[config.mk]
export PLATFORM = sky130hd
export DESIGN_NAME = a7_ddr3_rd_ctrl
export DESIGN_NICKNAME = d
export VERILOG_FILES = /design/src/rtl/a7_ddr3_rd_ctrl.sv
export SDC_FILE = /design/constraint.sdc
export NUM_CORES = 1
export LEC_CHECK = 0
export ABC_AREA = 0
export ABC_CLOCK_PERIOD_IN_PS = 2000
export BUFFER_PORTS_ARGS = -buffer_cell sky130_fd_sc_hd__buf_2
export CAP_MARGIN = 20
export CORE_MARGIN = 2
export CORE_UTILIZATION = 30
export DETAILED_ROUTE_END_ITERATION = 7
export GPL_TIMING_DRIVEN = 0
export PLACE_DENSITY = 0.55
export SYNTH_ARGS = -nofsm -noshare
export SYNTH_HDL_FRONTEND = slang
export SYNTH_SLANG_ARGS = --single-unit
[constraint.sdc]
create_clock -name sclk -period 2 [get_ports sclk]
set_input_delay 0.4 -clock sclk [delete_from_list [all_inputs] [get_ports sclk]]
set_output_delay 0.4 -clock sclk [all_outputs]
set_load 0.1 [all_outputs]
[src/rtl/a7_ddr3_rd_ctrl.sv]
// a7_ddr3_rd_ctrl
// Read-side controller for the Artix-7 DDR3 MIG user interface. A user burst-read
// request is split into one MIG read command per 128-bit beat; returned beats are
// forwarded to the user with one cycle of latency and rd_end marks the last beat.

module a7_ddr3_rd_ctrl #(
    parameter int unsigned ADDR_STEP = 8
) (
    input  logic          sclk,
    input  logic          rst,

    // User command side
    input  logic          rd_cmd_start,
    input  logic [2:0]    rd_cmd_instr,
    input  logic [6:0]    rd_cmd_bl,
    input  logic [27:0]   rd_cmd_addr,

    // User data side
    output logic          rd_data_valid,
    output logic [127:0]  rd_data_128bit,
    output logic          rd_end,
    output logic          rd_busy,

    // MIG app_* command port
    output logic          app_en,
    input  logic          app_rdy,
    output logic [27:0]   app_addr,
    output logic [2:0]    app_cmd,

    // MIG read data return
    input  logic [127:0]  app_rd_data,
    input  logic          app_rd_data_valid
);

    localparam logic [27:0] AddrInc = 28'(ADDR_STEP);

    typedef enum logic [1:0] {
        StIdle     = 2'd0,
        StCmd      = 2'd1,
        StWaitData = 2'd2
    } state_e;

    state_e         state_q, state_d;

    // Latched request fields
    logic [2:0]     instr_q, instr_d;
    logic [6:0]     bl_q, bl_d;
    logic [27:0]    addr_q, addr_d;

    // Commands accepted / beats delivered within the current burst
    logic [6:0]     cmd_cnt_q, cmd_cnt_d;
    logic [6:0]     data_cnt_q, data_cnt_d;

    // Registered user outputs
    logic           rd_valid_q, rd_valid_d;
    logic [127:0]   rd_data_q, rd_data_d;
    logic           rd_end_q, rd_end_d;

    logic           start_ok;
    logic           cmd_acc;
    logic           last_cmd;
    logic           data_beat;
    logic           last_data;
    logic [6:0]     bl_last;

    // Decode of the events that drive both the FSM and the datapath
    always_comb begin
        bl_last   = bl_q - 7'd1;
        // A zero-length start is dropped silently; starts outside IDLE are ignored.
        start_ok  = (state_q == StIdle) && rd_cmd_start && (rd_cmd_bl != 7'd0);
        cmd_acc   = (state_q == StCmd) && app_rdy;
        last_cmd  = cmd_acc && (cmd_cnt_q == bl_last);
        // Data may come back while commands are still being issued, so the data
        // path listens in CMD as well; beats arriving in IDLE are strays.
        data_beat = (state_q != StIdle) && app_rd_data_valid;
        // Completion only once every command has been accepted.
        last_data = (state_q == StWaitData) && app_rd_data_valid && (data_cnt_q == bl_last);
    end

    // FSM state register
    always_ff @(posedge sclk) begin
        if (rst) begin
            state_q <= StIdle;
        end else begin
            state_q <= state_d;
        end
    end

    // FSM next-state logic
    always_comb begin
        state_d = state_q;
        unique case (state_q)
            StIdle: begin
                if (start_ok) begin
                    state_d = StCmd;
                end
            end
            StCmd: begin
                if (last_cmd) begin
                    state_d = StWaitData;
                end
            end
            StWaitData: begin
                if (last_data) begin
                    state_d = StIdle;
                end
            end
            default: state_d = StIdle;
        endcase
    end

    // FSM outputs: command valid and busy follow the state directly
    always_comb begin
        app_en   = (state_q == StCmd);
        app_addr = addr_q;
        app_cmd  = instr_q;
        rd_busy  = (state_q != StIdle);
    end

    // Datapath next-state: request latch, address/counter advance, data capture
    always_comb begin
        instr_d    = instr_q;
        bl_d       = bl_q;
        addr_d     = addr_q;
        cmd_cnt_d  = cmd_cnt_q;
        data_cnt_d = data_cnt_q;
        rd_valid_d = 1'b0;
        rd_data_d  = rd_data_q;
        rd_end_d   = last_data;

        if (start_ok) begin
            instr_d    = rd_cmd_instr;
            bl_d       = rd_cmd_bl;
            addr_d     = rd_cmd_addr;
            cmd_cnt_d  = 7'd0;
            data_cnt_d = 7'd0;
        end

        if (cmd_acc) begin
            cmd_cnt_d = cmd_cnt_q + 7'd1;
            // 28-bit add wraps modulo 2^28 by construction.
            addr_d    = addr_q + AddrInc;
        end

        if (data_beat) begin
            data_cnt_d = data_cnt_q + 7'd1;
            rd_valid_d = 1'b1;
            rd_data_d  = app_rd_data;
        end
    end

    // Datapath registers
    always_ff @(posedge sclk) begin
        if (rst) begin
            instr_q    <= 3'd0;
            bl_q       <= 7'd0;
            addr_q     <= 28'd0;
            cmd_cnt_q  <= 7'd0;
            data_cnt_q <= 7'd0;
            rd_valid_q <= 1'b0;
            rd_data_q  <= 128'd0;
            rd_end_q   <= 1'b0;
        end else begin
            instr_q    <= instr_d;
            bl_q       <= bl_d;
            addr_q     <= addr_d;
            cmd_cnt_q  <= cmd_cnt_d;
            data_cnt_q <= data_cnt_d;
            rd_valid_q <= rd_valid_d;
            rd_data_q  <= rd_data_d;
            rd_end_q   <= rd_end_d;
        end
    end

    // Registered user-side outputs
    always_comb begin
        rd_data_valid  = rd_valid_q;
        rd_data_128bit = rd_data_q;
        rd_end         = rd_end_q;
    end

endmodule

Word level (Yosys, flattened, before mapping)
Index checks and enable logic that the tools add are counted.

Flip-flop bits (word level): 184. Bits in latches: 0. RAM bits: 0. Memory bits (read-only): 0. Input port bits: 171. Output and inout port bits: 163. Word-level logic and storage cells: 43. Memories: 0.

Add/sub/neg operators: 4. Multipliers: 0. Div/mod/pow operators: 0. $lt $le $gt $ge: 0. Equal/unequal tests: 7. Shift operators: 0. Muxes and demuxes: 10. Bitwise logic cells: 0. Reduce and logical (&&, ||, !) cells: 13.

Operators with widths (count): 28-bit 2-to-1 mux (2); 28-bit by 4-bit adder with 28-bit output, second input constant (1); 7-bit 2-to-1 mux (3); 7-bit by 1-bit adder with 7-bit output, second input constant (2); 7-bit == test (2); 1-bit logical AND (7); 7-bit nonzero test (1); 7-bit by 1-bit subtractor with 7-bit output, second input constant (1); 2-bit 2-to-1 mux (3); 2-bit case mux with 3 select lines (1); 2-bit nonzero test (3); 2-bit inequality test, second input constant (2); 3-bit AND reduction (1); 2-bit by 1-bit == test with 1-bit output, second input constant (1); 2-bit == test, second input constant (1); 2-bit logical NOT (1); 2-bit by 1-bit inequality test with 1-bit output, second input constant (1); 1-bit 2-to-1 mux (1).

Depth between registers and ports, before layout
Gate-level depths: netlist of run 1.

Depth after elaboration: 5. Mapped depth: 8. Gate-level depth less buffers: 7.

Worst setup path after synthesis of run 1
Ideal clock, no wire load.

Kind: register to register. From: reg addr_q[3], in the netlist app_addr[3]. To: reg addr_q[19], in the netlist app_addr[19]. Setup time: 0.116 ns. Data arrival time: 2.545 ns. Data required time: 1.884 ns. Path slack: -0.661 ns. Cell stages (with the launch flop): 7. Buffers on the path: 0. Period minus slack after synthesis: 2.661 ns. Cells stage by stage: dfxtp_1 -> ha_1 -> nand4_1 -> nor4_1 -> nand4_1 -> xnor2_1 -> a31o_2.

Cells in the longest elaborated chain, start to end: 2.

RTL lines: start: declaration (line 48) `logic [27:0] addr_q, addr_d;`; start signal: assignment (line 166) `addr_q <= addr_d;`; 28-bit by 4-bit adder with 28-bit output (line 142) `addr_d = addr_q + AddrInc;`; 28-bit 2-to-1 mux (line 139) `if (cmd_acc) begin`.

Every way passes these cells. A chain may end at the register's enable or synchronous reset.

Worst setup path after layout of run 1
From: reg bl_q[0]. To: reg state_q[1].

Cells in the longest elaborated chain, start to end: 5. Elaborated cells on any way between the ends: 8. Classes of those cells: add/sub (1); eq/ne (4); reduce/logical (3).

RTL lines: start: declaration (line 47) `logic [6:0] bl_q, bl_d;`; start signal: assignment (line 165) `bl_q <= bl_d;`; 7-bit by 1-bit subtractor with 7-bit output * (line 68) `bl_last = bl_q - 7'd1;`; 7-bit == test (on tied branches) (line 77, 72); 1-bit logical AND (on tied branches) (line 77, 72); 2-bit inequality test (no line) or 2-bit by 1-bit inequality test with 1-bit output (tied branches); 3-bit AND reduction (no line) *; end signal: assignment (line 83) `state_q <= StIdle;`; end signal: assignment (line 85) `state_q <= state_d;`; end: declaration (line 43) `state_e state_q, state_d;`.

Mark *: on every way between the ends. The rest lies on a longest branch, timed or not.

==> impl_metrics.toml, run 1 <==
[timing]
final.min_clock_period_ns = 2.054
share_of_the_clock_period_used_by_the_worst_path_pct = 102.7
fin_setup_tns_ns = -0.05410
worst_pin_slew_ns = 0.8320
finalClockSkew_ns = 0.01444
max_freq_ghz = 0.4868
timing.final.setup_violations = 1
drv_slew = 0
maxSlewHeadroom_pct = 44.53
setup_repair_after_global_routing_missed_its_margin = "yes"
fin_ws_ns = -0.05410
hold_viol = 0

[layout]
post_route_cells_drive_above_1_share_pct = 34.28
layout_commonest_cell = "sky130_fd_sc_hd__buf_2"
layout.core_utilization_pct = 42.68
mostFrequentLayoutCells = "sky130_fd_sc_hd__buf_2 (337), sky130_fd_sc_hd__nand2_1 (323), sky130_fd_sc_hd__a21oi_1 (176), sky130_fd_sc_hd__dfxtp_1 (159), sky130_fd_sc_hd__clkbuf_1 (38)"
syn2layout_area_growth_pct = 39.22
finalNetCount = 1495
instances_no_fill = 1658

[floorplan]
width_of_the_die_um = 162.1
core.rowCount = 57
initial_utilization_pct = 30.66
design.portCount = 334
fp.dieArea_um2 = 26280
core-area_um2 = 24460
die_h_um = 162.1

[drt]
drt_iter0_drc = 433
via_count = 7876
post-route-drc-count = 0
detailed_routing_iterations_pass_1 = 7
wire_per_inst_um = 15.84
detail-route-antenna-nets = 0
via_per_inst = 4.750
wirelength_um = 26260

[synthesis]
yosysWarnings = 0
synthesis.area_per_instance_um2 = 7.796
postSynth.asyncResetShare_pct = 0
synth_xor_area_share_pct = 2.853
synth-seq-area-share_pct = 49.12
synth_top_cell_area_share_pct = 49.12
muxShareOfSynthArea_pct = 0.5839
synth_cells = 962
synth_enable_flop_cells = 0
synth_area_um2 = 7500
ys_seq_elements = 184
synth-compound-area-share_pct = 17.10
ys_dominant_reg_cell = "sky130_fd_sc_hd__dfxtp_1"
synth_top_family_by_area = "simple AND/OR/NAND/NOR gates"
post_synth_main_area_contributors = "sky130_fd_sc_hd__dfxtp_1 (49%), sky130_fd_sc_hd__nand2_1 (16%), sky130_fd_sc_hd__a21oi_1 (12%)"
synth_largest_area_cell = "sky130_fd_sc_hd__dfxtp_1"
synth_cell_type_count = 60
synth_simple_gate_area_share_pct = 25.56
synth_fp_nets = 1137
share_of_synthesized_cell_area_in_full_adder_half_adder_and_majority_cells_pct = 0.6673

[cts]
clock_sinks = 184
cts_root_buffer = "sky130_fd_sc_hd__clkbuf_16"
clk_pin_slew_worst_paths_ns = 0.08
cts_tree = "built"
cts_max_level = 4
max-clock-path-buffers = 2
numCtsBuffers = 17
clk_latency_ns = 0.43

[global_routing]
global_route.peak_usage_layer = "met2"
grt_pass1_wl_um = 39960
grt_residual_overflow = 0
groute.layer.met3.usage_pct = 5.363
grt_util_met2_pct = 31.37
grt_antenna_before_repair = 3
grt_start_max_net_pins = 19
vias_in_the_first_global_route = 7454
globalRouteMet1Util_pct = 24.82
groute.usage.overall_pct = 19.23

[placement]
dp_hpwl_um = 19650
pre_cts_ws_ns = -0.6335
port_buffers = 333
finalWeightedCongestion = 0.8104
dp_cells = 1619

[worst_setup_path]
timing.critical_path.arrival_ns = 2.36
setup.worst_path.class = "reg2reg"
critical_path.max_fanout = 5
cp-startpoint = "bl_q[0]"
critical_path.reg2reg.startpoint = "bl_q[0]"
critPathLaunchType = "register"
end_kind = "register"
crit_path_required_time_ns = 2.31

[run_status]
violations = "negative setup slack"
outcome = "finished with violations"

[worst_hold_path]
tightest_hold_check_type = "in2reg"
hold_start = "app_rd_data[39]"

[power]
power.static_leakage_uw = 0.004603
vdd.ir_drop.worst_mv = 0.4553
power.total_uw = 9936
power_density_nw_per_um2 = 951.6

[job]
timing.max_cap.violations = 0
## cells by family (layout without fill, tap and decap cells)
logic type               Yosys count  after routing
AO/OA/AOI/OAI                    234            234
flip-flops                       184            184
other                              0              1
multiplexers                       4              4
XOR/XNOR                          21             21
buffers and inverters             75            446
AND/OR/NAND/NOR                  440            440
adder cells (fa/ha/maj)            4              4
## final timing paths
path	to	cells past startpoint	slack, ns
setup / recovery	state_q[1]	7	-0.05
hold / removal	rd_data_128bit[39]	3	0.20
hold reg to reg	rd_data_128bit[118]	2	0.45
setup reg to reg	state_q[1]	7	-0.05
## sequential cells by signal (all words and copies together) (netlist names)
| signal | cells |
|---|---|
| app_addr | 28 |
| bl_q | 7 |
| rd_data_valid | 1 |
| rd_data_128bit | 128 |
| cmd_cnt_q | 7 |
| data_cnt_q | 7 |
| rd_end | 1 |
| app_cmd | 3 |
| state_q | 2 |
## critical path, stage by stage, from the launching register on
cell and delay (ns):
sky130_fd_sc_hd__dfxtp_4 0.36, sky130_fd_sc_hd__inv_4 0.05, sky130_fd_sc_hd__ha_4 0.12, sky130_fd_sc_hd__or3b_4 0.44, sky130_fd_sc_hd__xnor2_4 0.15, sky130_fd_sc_hd__nand2_1 0.06
sky130_fd_sc_hd__or4b_4 0.55, sky130_fd_sc_hd__a32o_1 0.21
## cell usage after synthesis (7+ instances only)
cell / count
sky130_fd_sc_hd__a21oi_1: 176
sky130_fd_sc_hd__a31oi_1: 13
sky130_fd_sc_hd__and3_1: 9
sky130_fd_sc_hd__buf_2: 7
sky130_fd_sc_hd__clkbuf_1: 55
sky130_fd_sc_hd__dfxtp_1: 184
sky130_fd_sc_hd__inv_1: 8
sky130_fd_sc_hd__nand2_1: 323
sky130_fd_sc_hd__nand3_1: 19
sky130_fd_sc_hd__nand4_1: 7
sky130_fd_sc_hd__nor2_1: 33
sky130_fd_sc_hd__o21ai_0: 18
sky130_fd_sc_hd__xnor2_1: 11
sky130_fd_sc_hd__xor2_1: 8
## routing by layer
metal | up-vias | wire length (um)
met4 | 4 | 408
met5 | - | 27
met2 | 277 | 12230
li1 | 3959 | -
met3 | 28 | 1880
met1 | 3608 | 11720
## final cells by class
class,instances,area (um^2)
flip-flops and latches,184,3742
inverters,8,32.53
plain buffers,63,287.8
fillers,2579,14020
repair buffers,343,1747
diodes,1,2.502
well taps,324,405.4
clock inverters,14,161.4
multi-input cells,703,3633
clock buffers,18,429.2
## power breakdown
part / switching (uW) / internal (uW) / total (uW)
logic: 1970 / 550 / 2520
clock network: 1640 / 1790 / 3420
registers: 145 / 3850 / 4000
total: 3750 / 6190 / 9940
## metrics by stage
step | instance area [um^2] | hold WS [ns]
2_1_floorplan | 7599 | 0.4579
3_3_place_gp | 9671 | 0.4390
3_5_place_dp | 9671 | 0.4432
4_1_cts | 10370 | 0.1783
5_1_grt | 10440 | 0.1788
6_report | 10440 | 0.1990
## what timing repair did
item,in CTS,in global routing
endpoints found under the hold margin,0,0
pin swaps,6,3
endpoints found under the setup margin,176,108
hold buffers,0,0
buffers inserted,7,3
resized for setup,24,17
Power figures use the tool's default switching activity.
==> run 2: changes to the inputs <==
CORE_ASPECT_RATIO = 1.1   (was unset)
CTS_CLUSTER_SIZE = 12   (was unset)
SETUP_SLACK_MARGIN = 0.2   (was unset)
==> run 2 against run 1 <==
The flow still finishes with violations (negative setup slack). Hold slack lost 0.0086 ns. Design area grew 4.5%. Sequential power is essentially flat. Non-clock buffer count grew 32. Critical endpoint unchanged. Largest cell class is now multi-input gates.
==> impl_metrics.toml, run 2 (synthesized netlist as in run 1, its figures left out) <==
[cts]
max-clock-path-buffers = 2
clock_sinks = 184
cts_root_buffer = "sky130_fd_sc_hd__clkbuf_16"
cts_hold_buf = 0
cts_max_level = 4
clk_pin_slew_worst_paths_ns = 0.08
clk_latency_ns = 0.44
cts_tree = "built"
numCtsBuffers = 17

[timing]
drv_slew = 0
fin_ws_ns = -0.06906
fin_setup_tns_ns = -0.09851
maxSlewHeadroom_pct = 49.57
worst_pin_slew_ns = 0.7564
share_of_the_clock_period_used_by_the_worst_path_pct = 103.5
hold_viol = 0
finalClockSkew_ns = 0.01763
max_freq_ghz = 0.4833
timing.final.setup_violations = 2
setup_repair_after_global_routing_missed_its_margin = "yes"
finalHoldWorstSlack_ns = 0.1904
final.min_clock_period_ns = 2.069

[power]
vdd.ir_drop.worst_mv = 0.5238
power.static_leakage_uw = 0.004859
power_density_nw_per_um2 = 919.8

[layout]
finalInstanceArea_um2 = 10910
instances_no_fill = 1679
register_area_um2 = 3757
finalNetCount = 1527
largest_reg_flops = 128
n_fill_cell = 2562
syn2layout_area_growth_pct = 45.48
layout_commonest_cell = "sky130_fd_sc_hd__buf_2"
post_route_cells_drive_above_1_share_pct = 38.39
area_of_the_multi_input_gates_um2 = 3761
mostFrequentLayoutCells = "sky130_fd_sc_hd__buf_2 (333), sky130_fd_sc_hd__nand2_1 (322), sky130_fd_sc_hd__a21oi_1 (170), sky130_fd_sc_hd__dfxtp_1 (159), sky130_fd_sc_hd__buf_4 (37)"

[drt]
wire_per_inst_um = 16.12
via_count = 7991
wirelength_um = 27070
detailed_routing_iterations_pass_1 = 4
drt_iter0_drc = 446
detail-route-antenna-nets = 0
post-route-drc-count = 0
via_per_inst = 4.759

[floorplan]
die_h_um = 169.8
design.portCount = 334
core-area_um2 = 24550
core.rowCount = 60
initial_utilization_pct = 30.55
fp.dieArea_um2 = 26280
width_of_the_die_um = 154.8

[worst_setup_path]
timing.critical_path.arrival_ns = 2.39
critical_path.max_fanout = 3
setup.worst_path.class = "reg2reg"
end_kind = "register"
critPathLaunchType = "register"
crit_path_required_time_ns = 2.32

[placement]
pre_cts_ws_ns = -0.3571
dp_hpwl_um = 19890
dp_cells = 1605
dpl_cell_area_um2 = 9813
finalWeightedCongestion = 0.8167
port_buffers = 333

[global_routing]
grt_pass1_wl_um = 41370
grt_start_max_net_pins = 20
groute.usage.overall_pct = 20.00
grt_antenna_before_repair = 3
vias_in_the_first_global_route = 7691
grt_residual_overflow = 0

[job]
timing.max_cap.violations = 0

[worst_hold_path]
tightest_hold_check_type = "in2reg"

[run_status]
outcome = "finished with violations"
violations = "negative setup slack"
==> run 2: report_power, final <==
part	switching [uW]	internal [uW]	total [uW]	leakage, uW
Sequential	129	3850	3980	0.00151
Clock	1690	1680	3370	0.000287
Combinational	2040	651	2690	0.00306
==> run 2: per-stage QoR <==
stage | util (%) | total power, uW
finish | 44.44 | 10040
global route | 44.43 | 10430
CTS | 43.87 | 10070
detailed placement | 39.97 | 6607
global placement | 39.97 | 6591
floorplan | - | 5995
==> run 2: timing repair <==
| item | CTS | global route |
|---|---|---|
| cloned | 1 | 0 |
| endpoints found under the setup margin | 186 | 136 |
| resized for setup | 46 | 32 |
| pin swaps | 19 | 22 |
| buffers inserted | 32 | 5 |
==> run 2: per-layer routing <==
| metal | vias up | track usage, % | wire length [um] |
|---|---|---|---|
| met5 | - | 0 | 0 |
| met4 | 0 | 6.401 | 567 |
| met3 | 28 | 5.144 | 1560 |
| met2 | 243 | 34.55 | 13330 |
| met1 | 3691 | 24.36 | 11610 |
| li1 | 4029 | - | - |
==> run 2: cell type report <==
type | count | area share, %
timing repair buffer | 371 | 18.30
antenna | 4 | 0.09174
inverter | 8 | 0.2752
clock buffer | 18 | 3.933
sequential | 184 | 34.44
clock inverter | 14 | 1.411
multi-input combinational | 703 | 34.47
tap | 310 | 3.555
buffer | 67 | 3.521
==> run 2: critical path, stage by stage (launching register included) <==
cell	delay, ns
sky130_fd_sc_hd__dfxtp_4	0.36
sky130_fd_sc_hd__inv_2	0.06
sky130_fd_sc_hd__ha_4	0.12
sky130_fd_sc_hd__or3b_1	0.35
sky130_fd_sc_hd__buf_6	0.14
sky130_fd_sc_hd__nor3_4	0.13
sky130_fd_sc_hd__xnor2_1	0.10
sky130_fd_sc_hd__or4b_4	0.49
sky130_fd_sc_hd__a32o_1	0.21
==> run 2: final timing paths <==
kind                      startpoint            endpoint  slack [ns]  cells after the start
setup / recovery             bl_q[0]          state_q[1]       -0.07                      8
hold / removal       app_rd_data[18]  rd_data_128bit[18]        0.19                      3
setup reg to reg             bl_q[0]          state_q[1]       -0.07                      8
hold reg to reg   rd_data_128bit[36]  rd_data_128bit[36]        0.45                      2
